[src/rtl/instruction_decode_pkg.sv]
// -----------------------------------------------------------------------------
// instruction_decode_pkg
// Shared definitions for the instruction decode stage: FSM state encoding,
// opcode class constants and a small helper that forms the short immediate
// carried by non-LDI instructions.
// -----------------------------------------------------------------------------
package instruction_decode_pkg;

  // Decode FSM states (2-bit encoding, value 3 unused)
  typedef enum logic [1:0] {
    IDLE     = 2'd0,
    WAIT_IMM = 2'd1,
    WAIT_ACK = 2'd2
  } state_e;

  // Opcode class field, opcode[7:6]
  localparam logic [1:0] CLASS_ALU   = 2'b00;
  localparam logic [1:0] CLASS_LOAD  = 2'b01;
  localparam logic [1:0] CLASS_STORE = 2'b10;
  localparam logic [1:0] CLASS_LDI   = 2'b11;

  // Non-LDI instructions carry their rs field zero-extended as the immediate
  function automatic logic [7:0] short_imm(input logic [7:0] opcode);
    short_imm = {5'b00000, opcode[2:0]};
  endfunction

endpackage : instruction_decode_pkg

[src/rtl/instruction_decode.sv]
// -----------------------------------------------------------------------------
// instruction_decode
// Byte-serial instruction decoder between a fetch stage and an execute stage.
// An opcode byte is taken from fetch with a one-cycle ack_prev pulse. ALU,
// LOAD and STORE opcodes are decoded at once; LDI opcodes wait for a second
// immediate byte. The decoded instruction is then presented with DOR until the
// execute stage acknowledges it, at which point decode_count advances.
//
// Ports
//   clk           in   1  clock, all state changes on rising edge
//   reset         in   1  synchronous, active-high reset
//   DIR           in   1  fetch stage has a valid byte on data_in
//   data_in       in   8  opcode or immediate byte
//   ack_prev      out  1  one-cycle pulse: data_in byte consumed
//   DOR           out  1  decoded instruction valid toward execute
//   ack_from_next in   1  execute stage has taken the instruction
//   op_class      out  2  opcode[7:6]
//   rd            out  3  opcode[5:3]
//   rs            out  3  opcode[2:0], 0 for LDI
//   imm           out  8  LDI second byte, else {5'b0, opcode[2:0]}
//   decode_count  out  8  instructions handed downstream (wraps)
// -----------------------------------------------------------------------------
module instruction_decode
  import instruction_decode_pkg::*;
(
  input  logic       clk,
  input  logic       reset,
  input  logic       DIR,
  input  logic [7:0] data_in,
  output logic       ack_prev,
  output logic       DOR,
  input  logic       ack_from_next,
  output logic [1:0] op_class,
  output logic [2:0] rd,
  output logic [2:0] rs,
  output logic [7:0] imm,
  output logic [7:0] decode_count
);

  state_e     state_r,    state_s;
  logic       ack_prev_r, ack_prev_s;
  logic       dor_r,      dor_s;
  logic [1:0] op_class_r, op_class_s;
  logic [2:0] rd_r,       rd_s;
  logic [2:0] rs_r,       rs_s;
  logic [7:0] imm_r,      imm_s;
  logic [7:0] count_r,    count_s;

  // A byte is only taken when ack_prev is low, so a DIR that lingers for the
  // cycle after a handshake is never captured a second time.
  logic take_byte_s;
  assign take_byte_s = DIR & ~ack_prev_r;

  // State and output registers, synchronous reset has top priority
  always_ff @(posedge clk) begin
    if (reset) begin
      state_r    <= IDLE;
      ack_prev_r <= 1'b0;
      dor_r      <= 1'b0;
      op_class_r <= 2'b00;
      rd_r       <= 3'b000;
      rs_r       <= 3'b000;
      imm_r      <= 8'h00;
      count_r    <= 8'h00;
    end else begin
      state_r    <= state_s;
      ack_prev_r <= ack_prev_s;
      dor_r      <= dor_s;
      op_class_r <= op_class_s;
      rd_r       <= rd_s;
      rs_r       <= rs_s;
      imm_r      <= imm_s;
      count_r    <= count_s;
    end
  end

  // Next-state and next-output logic; everything holds unless a case changes it
  always_comb begin
    state_s    = state_r;
    ack_prev_s = 1'b0;
    dor_s      = dor_r;
    op_class_s = op_class_r;
    rd_s       = rd_r;
    rs_s       = rs_r;
    imm_s      = imm_r;
    count_s    = count_r;

    case (state_r)
      IDLE: begin
        if (take_byte_s) begin
          ack_prev_s = 1'b1;
          op_class_s = data_in[7:6];
          rd_s       = data_in[5:3];
          if (data_in[7:6] == CLASS_LDI) begin
            // Immediate arrives as the next byte; nothing valid downstream yet
            rs_s    = 3'b000;
            imm_s   = 8'h00;
            state_s = WAIT_IMM;
          end else begin
            rs_s    = data_in[2:0];
            imm_s   = short_imm(data_in);
            dor_s   = 1'b1;
            state_s = WAIT_ACK;
          end
        end else begin
          state_s = IDLE;
        end
      end

      WAIT_IMM: begin
        if (take_byte_s) begin
          ack_prev_s = 1'b1;
          imm_s      = data_in;
          dor_s      = 1'b1;
          state_s    = WAIT_ACK;
        end else begin
          state_s = WAIT_IMM;
        end
      end

      WAIT_ACK: begin
        // Backpressure: fetch is not acknowledged while an instruction is pending
        if (ack_from_next) begin
          dor_s   = 1'b0;
          count_s = count_r + 8'd1;
          state_s = IDLE;
        end else begin
          state_s = WAIT_ACK;
        end
      end

      default: begin
        state_s = IDLE;
        dor_s   = 1'b0;
      end
    endcase
  end

  assign ack_prev     = ack_prev_r;
  assign DOR          = dor_r;
  assign op_class     = op_class_r;
  assign rd           = rd_r;
  assign rs           = rs_r;
  assign imm          = imm_r;
  assign decode_count = count_r;

endmodule : instruction_decode
[config.mk]
export PLATFORM = sky130hd
export DESIGN_NAME = instruction_decode
export DESIGN_NICKNAME = d
export VERILOG_FILES = /design/src/rtl/instruction_decode_pkg.sv /design/src/rtl/instruction_decode.sv
export SDC_FILE = /design/constraint.sdc
export NUM_CORES = 1
export LEC_CHECK = 0
export CORE_ASPECT_RATIO = 1.25
export CORE_UTILIZATION = 47
export CTS_CLUSTER_SIZE = 8
export DETAILED_ROUTE_END_ITERATION = 10
export PLACE_DENSITY = 0.93
export SLEW_MARGIN = 20
export SYNTH_ARGS = -nofsm -noshare
export SYNTH_HDL_FRONTEND = slang
export SYNTH_SLANG_ARGS = --single-unit
[constraint.sdc]
create_clock -name clk -period 2.5 [get_ports clk]
set_clock_uncertainty 0.05 [all_clocks]
set_input_delay 0.375 -clock clk [delete_from_list [all_inputs] [get_ports clk]]
set_output_delay 0.375 -clock clk [all_outputs]
set_load 0.05 [all_outputs]
# [Word-level counts from Yosys, hierarchy flattened]
# Cells that the tools add are included.
[totals] regBits=28 input_bits=12 out_inout_bits=26 wordCells=43
[op_classes] n_addsub=1 eq_ne=7 n_mux=16 bitwise_logic=3 reduce_logical=8
[op_table] op="two-way mux 8 bit" count=2
[op_table] op="one-hot mux 8 bit (2 select lines)" count=1
[op_table] op="adder 8 x 1 -> 8 bit, second input constant" count=1
[op_table] op="two-way mux 2 bit" count=4
[op_table] op="inequality test 2 bit, second input constant" count=4
[op_table] op="two-way mux 3 bit" count=2
[op_table] op="one-hot mux 2 bit (3 select lines)" count=1
[op_table] op="two-way mux 1 bit" count=5
[op_table] op="equality test 2 bit, second input constant" count=2
[op_table] op="AND reduction 2 bit" count=2
[op_table] op="AND reduction 4 bit" count=1
[op_table] op="OR reduction 2 bit" count=2
[op_table] op="one-hot mux 1 bit (3 select lines)" count=1
[op_table] op="AND reduction 3 bit" count=1
[op_table] op="equality test 2 x 1 -> 1 bit, second input constant" count=1
[op_table] op="logical NOT 2 bit" count=1
[op_table] op="inverter 1 bit" count=2
[op_table] op="nonzero test 2 bit" count=1
[op_table] op="bitwise AND 1 bit" count=1

# [Depth between registers and ports, before layout]
# Gate-level depths: netlist of the first run.
[logic_depth] word_depth=4 ltp_mapped=5 depth_no_buf=4

# [Worst setup path before layout of the first run]
# OpenSTA, ideal clock, no wires.
[synth_path] kind="register -> register" startpoint="register count_r[0], in the netlist decode_count[0]" endpoint="register count_r[6], in the netlist decode_count[6]" setup_ns=0.071 t_arrival_ns=1.542 required_time_ns=2.379 path_slack_ns=0.838 path_stages_with_launch=5 path_buffers=0 synth_period_minus_slack_ns=1.662 cell_sequence="dfxtp_1 > ha_1 > nand4b_1 > or3_1 > a21oi_1"
[synth_between] elab_chain_len=1
[synth_rtl] item="from (decl)" line_no="instruction_decode.sv:47" text="logic [7:0] count_r, count_s;"
[synth_rtl] item="from (signal assigned)" line_no="instruction_decode.sv:73" text="count_r <= count_s;"
[synth_rtl] item="adder 8 x 1 -> 8 bit" line_no="instruction_decode.sv:125" text="count_s = count_r + 8'd1;"
# No other way between the ends.
# A chain may end at the register's enable or synchronous reset.

# [Worst setup path in the final report of the first run]
[layout_path] startpoint="register ack_prev_r, in the netlist ack_prev" endpoint="output port ack_prev"
[layout_rtl] item="from (decl)" line_no="instruction_decode.sv:41" text="logic ack_prev_r, ack_prev_s;"
[layout_rtl] item="from (signal assigned)" line_no="instruction_decode.sv:67" text="ack_prev_r <= ack_prev_s;"
[layout_rtl] item="to (decl)" line_no="instruction_decode.sv:30" text="output logic ack_prev,"
# No word-level cell between the ends.

==> metrics.md, run 1 <==
| Metric | Value |
|---|---|
| Status | finished clean |
| GRT Util Overall | 22.2% |
| Vias | 1061 |
| Starting Density | 50.4% |
| Library cells used by synthesis | 25 |
| Post-DP HPWL | 1900 um |
| Hold Path Class | reg -> reg |
| CP required | 2.08 ns |
| Worst-Skew Late Latency | 0.33 ns |
| Critical Path Max Stage Delay | 0.86 ns |
| Die span in y | 56.8 um |
| RSZ-0062 raised after global routing | false |
| Num ports | 38 |
| Max-slew headroom | 65.1% |
| Buf/Inv on CP | 1 |
| Inserted Clock Buffers | 3 |
| Kind of critical path | reg -> out |
| Clock sinks | 28 |
| Synthesis-to-finish area growth | 37.2% |
| Global-route wire length before repair | 4320 um |
| Setup Fix Bufs, Post-CTS | 0 |
| Share of cells above drive strength 1 | 6.10% |
| Max VDD drop | 0.415 mV |
| TritonCTS clock tree | done |
| Number of nets in the layout | 178 |
| Hold slack final | 0.417 ns |
| DRT Pass-1 Iters | 4 |
| CTS H-tree lvls | 1 |
| Largest net degree at the start of global routing | 29 |
| Slew @ Worst Pin | 0.522 ns |
| Pre-CTS WS | 0.609 ns |
| Vias in the first global route | 1018 |
| DRT iter0 DRCs | 30 |
| Tmin final | 2.11 ns |
| Crit path DAT | 1.68 ns |
| Max Freq | 0.475 GHz |
| Final Cycle Share | 84.3% |
| YS warnings | 0 |
| R2R Path Start | state_r[1] |
| Core box area | 0.00223 mm^2 |
| Endpoints failing setup | 0 |
| Post-synth EDFFs | 0 |
| CP endpoint kind | primary output |
| Initial antenna violation count | 0 |
| Worst setup margin | 0.393 ns |
| Via/cell ratio | 5.44 |
| Syn_nets | 142 |
| # diodes | 0 |
| Post-CTS sizing | 0 |
| Die area | 0.00260 mm^2 |
| Wire length per cell | 13.1 um |
| Root buffer cell | clkbuf_4 |
| Slowest stage cell, crit path | clkdlybuf4s50_1 |
| Mapped cell area | 0.00113 mm^2 |
| DRC violation count after routing | 0 |
| Leakage | 0.544 nW |
| Area leader, netlist | dfxtp_1 |
| Row cnt | 19 |
| Critical R2R Capture | decode_count[5] |
| R2R cell count | 3 |
| Avg Inst Size Synth | 8.74 um^2 |
| Register bit total from synthesis | 28 |
| Post-synth top area share | 49.7% |
| Max-Cap Viols | 0 |
| CP delay by family, top | buffers and inverters |
| # port buffers | 37 |
| Post-Route WL | 2560 um |
| Post-synthesis cell count | 129 |
| Final Max Tran Viols | 0 |
| Post-synth ARST share | 0% |
| Hold path depth | 2 |
| Final Hold Vio Count | 0 |
| Final instance area | 0.00155 mm^2 |
| CP Cell Sequence | clkdlybuf4s50_1 |
| Dpl cell area | 0.00151 mm^2 |
| Hold Buf Count CTS | 0 |
| Setup_tns | 0 ns |
| Clock-pin slew on the worst setup and hold paths | 0.14 ns |
| Die X-Extent | 45.8 um |
| Min-Delay Startpoint | imm[0] |
| Top FF cell, synth | dfxtp_1 |
| CTS max path bufs | 2 |
| R2R setup slack | 0.95 ns |
| PwrDens | 562 mW/mm^2 |
| Grt total ovfl | 0 |
| Synth area leaders | dfxtp_1 (50%), a21oi_1 (10%), nand2_1 (8.7%), nand3_1 (5.3%), o21ai_0 (2.2%) |
| Sequential share of the synthesized area | 49.7% |
| Hold Path End | imm[0] |
| Worst-path maximum fanout | 7 |
| DRT antenna net count | 0 |
| Routability Congestion | 0.833 |
| Worst Setup Start Kind | flip-flop |
## layer usage
metal / GRT usage (%) / share of wire, %
met2: 38.0 / 51
met3: 3.22 / 6.1
met5: 0 / 0
met1: 26.3 / 41
met4: 10.1 / 2.0
## registers in the layout, indices dropped and copies added, names as in the netlist
| register | flops |
|---|---|
| decode_count | 8 |
| imm | 8 |
| rd | 3 |
| rs | 3 |
| op_class | 2 |
| state_r | 2 |
| DOR | 1 |
| ack_prev | 1 |
## cell usage after synthesis (2+ instances only)
cell      number
nand2_1       26
nand3_1       12
o31ai_1        2
or4_1          3
nor2_1         4
or3_1          3
or3b_2         2
buf_2          3
nand4_1        2
xor2_1         2
o21ai_0        5
a21oi_1       23
clkbuf_1       3
dfxtp_1       28
## report_power, final
group          internal (W)  total [W]  switching [W]
logic             0.0000629   0.000167       0.000104
clock network     0.0000893   0.000220       0.000131
registers          0.000464   0.000481      0.0000174
## worst max path at each step
stage,cells after the start,start,to,slack [ns]
after floorplan,4,decode_count[0],decode_count[6],0.84
after global placement,4,DIR,rd[1],0.63
after detailed placement,4,ack_from_next,decode_count[5],0.61
after CTS,1,ack_prev,ack_prev,0.38
after global routing,1,ack_prev,ack_prev,0.31
final,1,ack_prev,ack_prev,0.39
## cell type report
cell class | instances | area, um^2
Fill cell | 194 | 688
Sequential cell | 28 | 561
Multi-Input combinational cell | 93 | 529
Timing Repair Buffer | 38 | 378
Tap cell | 31 | 38.8
Clock buffer | 4 | 36.3
Inverter | 1 | 3.75
## per-stage QoR
| stage | instances | utilization [%] | total power (W) |
|---|---|---|---|
| after floorplan | 129 | - | 0.000596 |
| after global placement | 191 | 67.6 | 0.000654 |
| after detailed placement | 191 | 67.6 | 0.000657 |
| after CTS | 195 | 69.2 | 0.000871 |
| after global routing | 195 | 69.2 | 0.000901 |
| final | 195 | 69.2 | 0.000868 |
## layout by cell type (no fill, tap or decap)
cell / n
nor2_1: 4
or4_1: 3
clkbuf_8: 1
or3_1: 3
a21oi_1: 23
o21ai_0: 5
nor4b_4: 1
or3b_2: 2
buf_4: 1
nor3b_2: 1
dfxtp_1: 28
nand4_1: 2
ha_1: 1
o31ai_1: 2
clkbuf_4: 3
nand3_1: 12
or4b_1: 1
nand3b_4: 1
nand2_1: 26
inv_1: 1
mux2i_1: 1
clkdlybuf4s50_1: 37
a211oi_1: 1
nand3b_1: 1
nand4b_1: 1
xor2_1: 2
## cell families after synthesis
group / count (synthesis) / synth area share (%)
AOI/OAI and AO/OA: 31 / 14.4
muxes: 1 / 0.888
and+or+nand+nor: 58 / 29.0
buffers and inverters: 8 / 3.33
xor gates and xnor gates: 2 / 1.55
adders and majority gates: 1 / 1.11
DFF: 28 / 49.7
(Power assumes the default switching activity.)
==> run 2, diff against run 1 <==
- CORE_UTILIZATION: 47 -> 44
- PLACE_DENSITY: 0.93 -> 0.89
- clock period: 2.5 -> 2.15 ns (I/O delays scaled with it)
==> metrics.md, run 2 (same netlist as run 1, synthesis figures left out) <==
| Metric | Value |
|---|---|
| Status | finished clean |
| Global-route wire length before repair | 4160 um |
| Slew @ Worst Pin | 0.546 ns |
| Worst-path maximum fanout | 7 |
| Post-CTS sizing | 0 |
| Max-slew headroom | 63.4% |
| Hold Path End | imm[7] |
| Initial antenna violation count | 0 |
| Hold Buf Count CTS | 0 |
| Die span in y | 58.6 um |
| Max VDD drop | 0.569 mV |
| Number of nets in the layout | 178 |
| CP delay by family, top | buffers and inverters |
| DRT antenna net count | 0 |
| Wire length per cell | 13.0 um |
| R2R setup slack | 0.60 ns |
| Setup Fix Bufs, Post-CTS | 0 |
| GRT Util Overall | 20.0% |
| FILL cells | 224 |
| Max-Cap Viols | 0 |
| Clock sinks | 28 |
| Hold path depth | 2 |
| Leakage | 0.551 nW |
| Via/cell ratio | 5.37 |
| Crit path DAT | 1.68 ns |
| Core box area | 0.00243 mm^2 |
| Slowest stage cell, crit path | clkdlybuf4s50_1 |
| Row cnt | 20 |
| CTS max path bufs | 2 |
| CP Cell Sequence | clkdlybuf4s50_1 |
| DRT Pass-1 Iters | 4 |
| Max Freq | 0.486 GHz |
| Worst Setup SP | ack_prev |
| Overall Power | 0.00110 W |
| Final Max Tran Viols | 0 |
| # port buffers | 37 |
| Final Cycle Share | 95.6% |
| Pre-CTS WS | 0.309 ns |
| Vias | 1057 |
| Grt total ovfl | 0 |
| DRC violation count after routing | 0 |
| TritonCTS clock tree | done |
| RSZ-0062 raised after global routing | false |
| R2R Path Start | state_r[1] |
| Die X-Extent | 47.3 um |
| Die area | 0.00277 mm^2 |
| Vias in the first global route | 1022 |
| Tmin final | 2.06 ns |
| Starting Density | 46.4% |
| Worst Setup Start Kind | flip-flop |
| CP endpoint kind | primary output |
| CP required | 1.78 ns |
| R2R cell count | 3 |
| Inserted Clock Buffers | 3 |
| Hold Path Class | reg -> reg |
| DRT iter0 DRCs | 22 |
| Largest net degree at the start of global routing | 29 |
| # diodes | 0 |
| Worst setup margin | 0.0936 ns |
| Final Hold Vio Count | 0 |
| Most common library cell in the layout ignoring fill and taps | clkdlybuf4s50_1 |
| Final instance area | 0.00157 mm^2 |
| Hold slack final | 0.416 ns |
| CTS H-tree lvls | 1 |
| Min-Delay Startpoint | imm[7] |
| Worst-Skew Late Latency | 0.33 ns |
| Commonest cells after routing, fill and taps aside | clkdlybuf4s50_1 (37), dfxtp_1 (28), nand2_1 (26), a21oi_1 (23), nand3_1 (12) |
| Clock-pin slew on the worst setup and hold paths | 0.15 ns |
| Buf/Inv on CP | 1 |
| Synthesis-to-finish area growth | 38.8% |
| Post-DP HPWL | 1900 um |
| Post-Route WL | 2560 um |
| Critical R2R Capture | decode_count[6] |
| Share of cells above drive strength 1 | 6.10% |
| PwrDens | 701 mW/mm^2 |
| Routability Congestion | 0.831 |
| Critical Path Max Stage Delay | 0.85 ns |
| Dpl cell area | 0.00151 mm^2 |
| Num ports | 38 |
| Root buffer cell | clkbuf_4 |
| Kind of critical path | reg -> out |
| Endpoints failing setup | 0 |
| Setup_tns | 0 ns |
-- run 2: power breakdown --
part           leakage (nW)  internal (W)  switching (W)
Combinational         0.295     0.0000731       0.000122
Clock                0.0279      0.000189       0.000153
Sequential            0.228      0.000540      0.0000202
-- run 2: worst max-delay path by stage --
stage | slack (ns) | endpoint | cells after the start
2_1_floorplan | 0.49 | decode_count[6] | 4
3_3_place_gp | 0.35 | op_class[1] | 4
3_5_place_dp | 0.31 | rd[0] | 4
4_1_cts | 0.08 | ack_prev | 1
5_1_grt | 0.03 | ack_prev | 1
6_report | 0.09 | ack_prev | 1
-- run 2: metal layers --
metal	track usage [%]	routed length (um)	up-vias
met3	2.15	83	4
li1	-	-	524
met4	8.57	35	0
met5	0	0	-
met1	22.2	1070	495
met2	36.6	1370	34
-- run 2: cell type report --
cell class	count	area, um^2	area share, %
sequential	28	561	35.8
multi-input combinational	93	529	33.8
timing repair buffer	38	378	24.1
tap	33	41.3	2.64
clock inverter	1	30.0	1.92
clock buffer	3	22.5	1.44
inverter	1	3.75	0.240
-- run 2: metrics by stage --
step                std cells  util, %
floorplan                 129        -
global placement          193     62.3
detailed placement        193     62.3
CTS                       197     64.5
global route              197     64.5
finish                    197     64.5
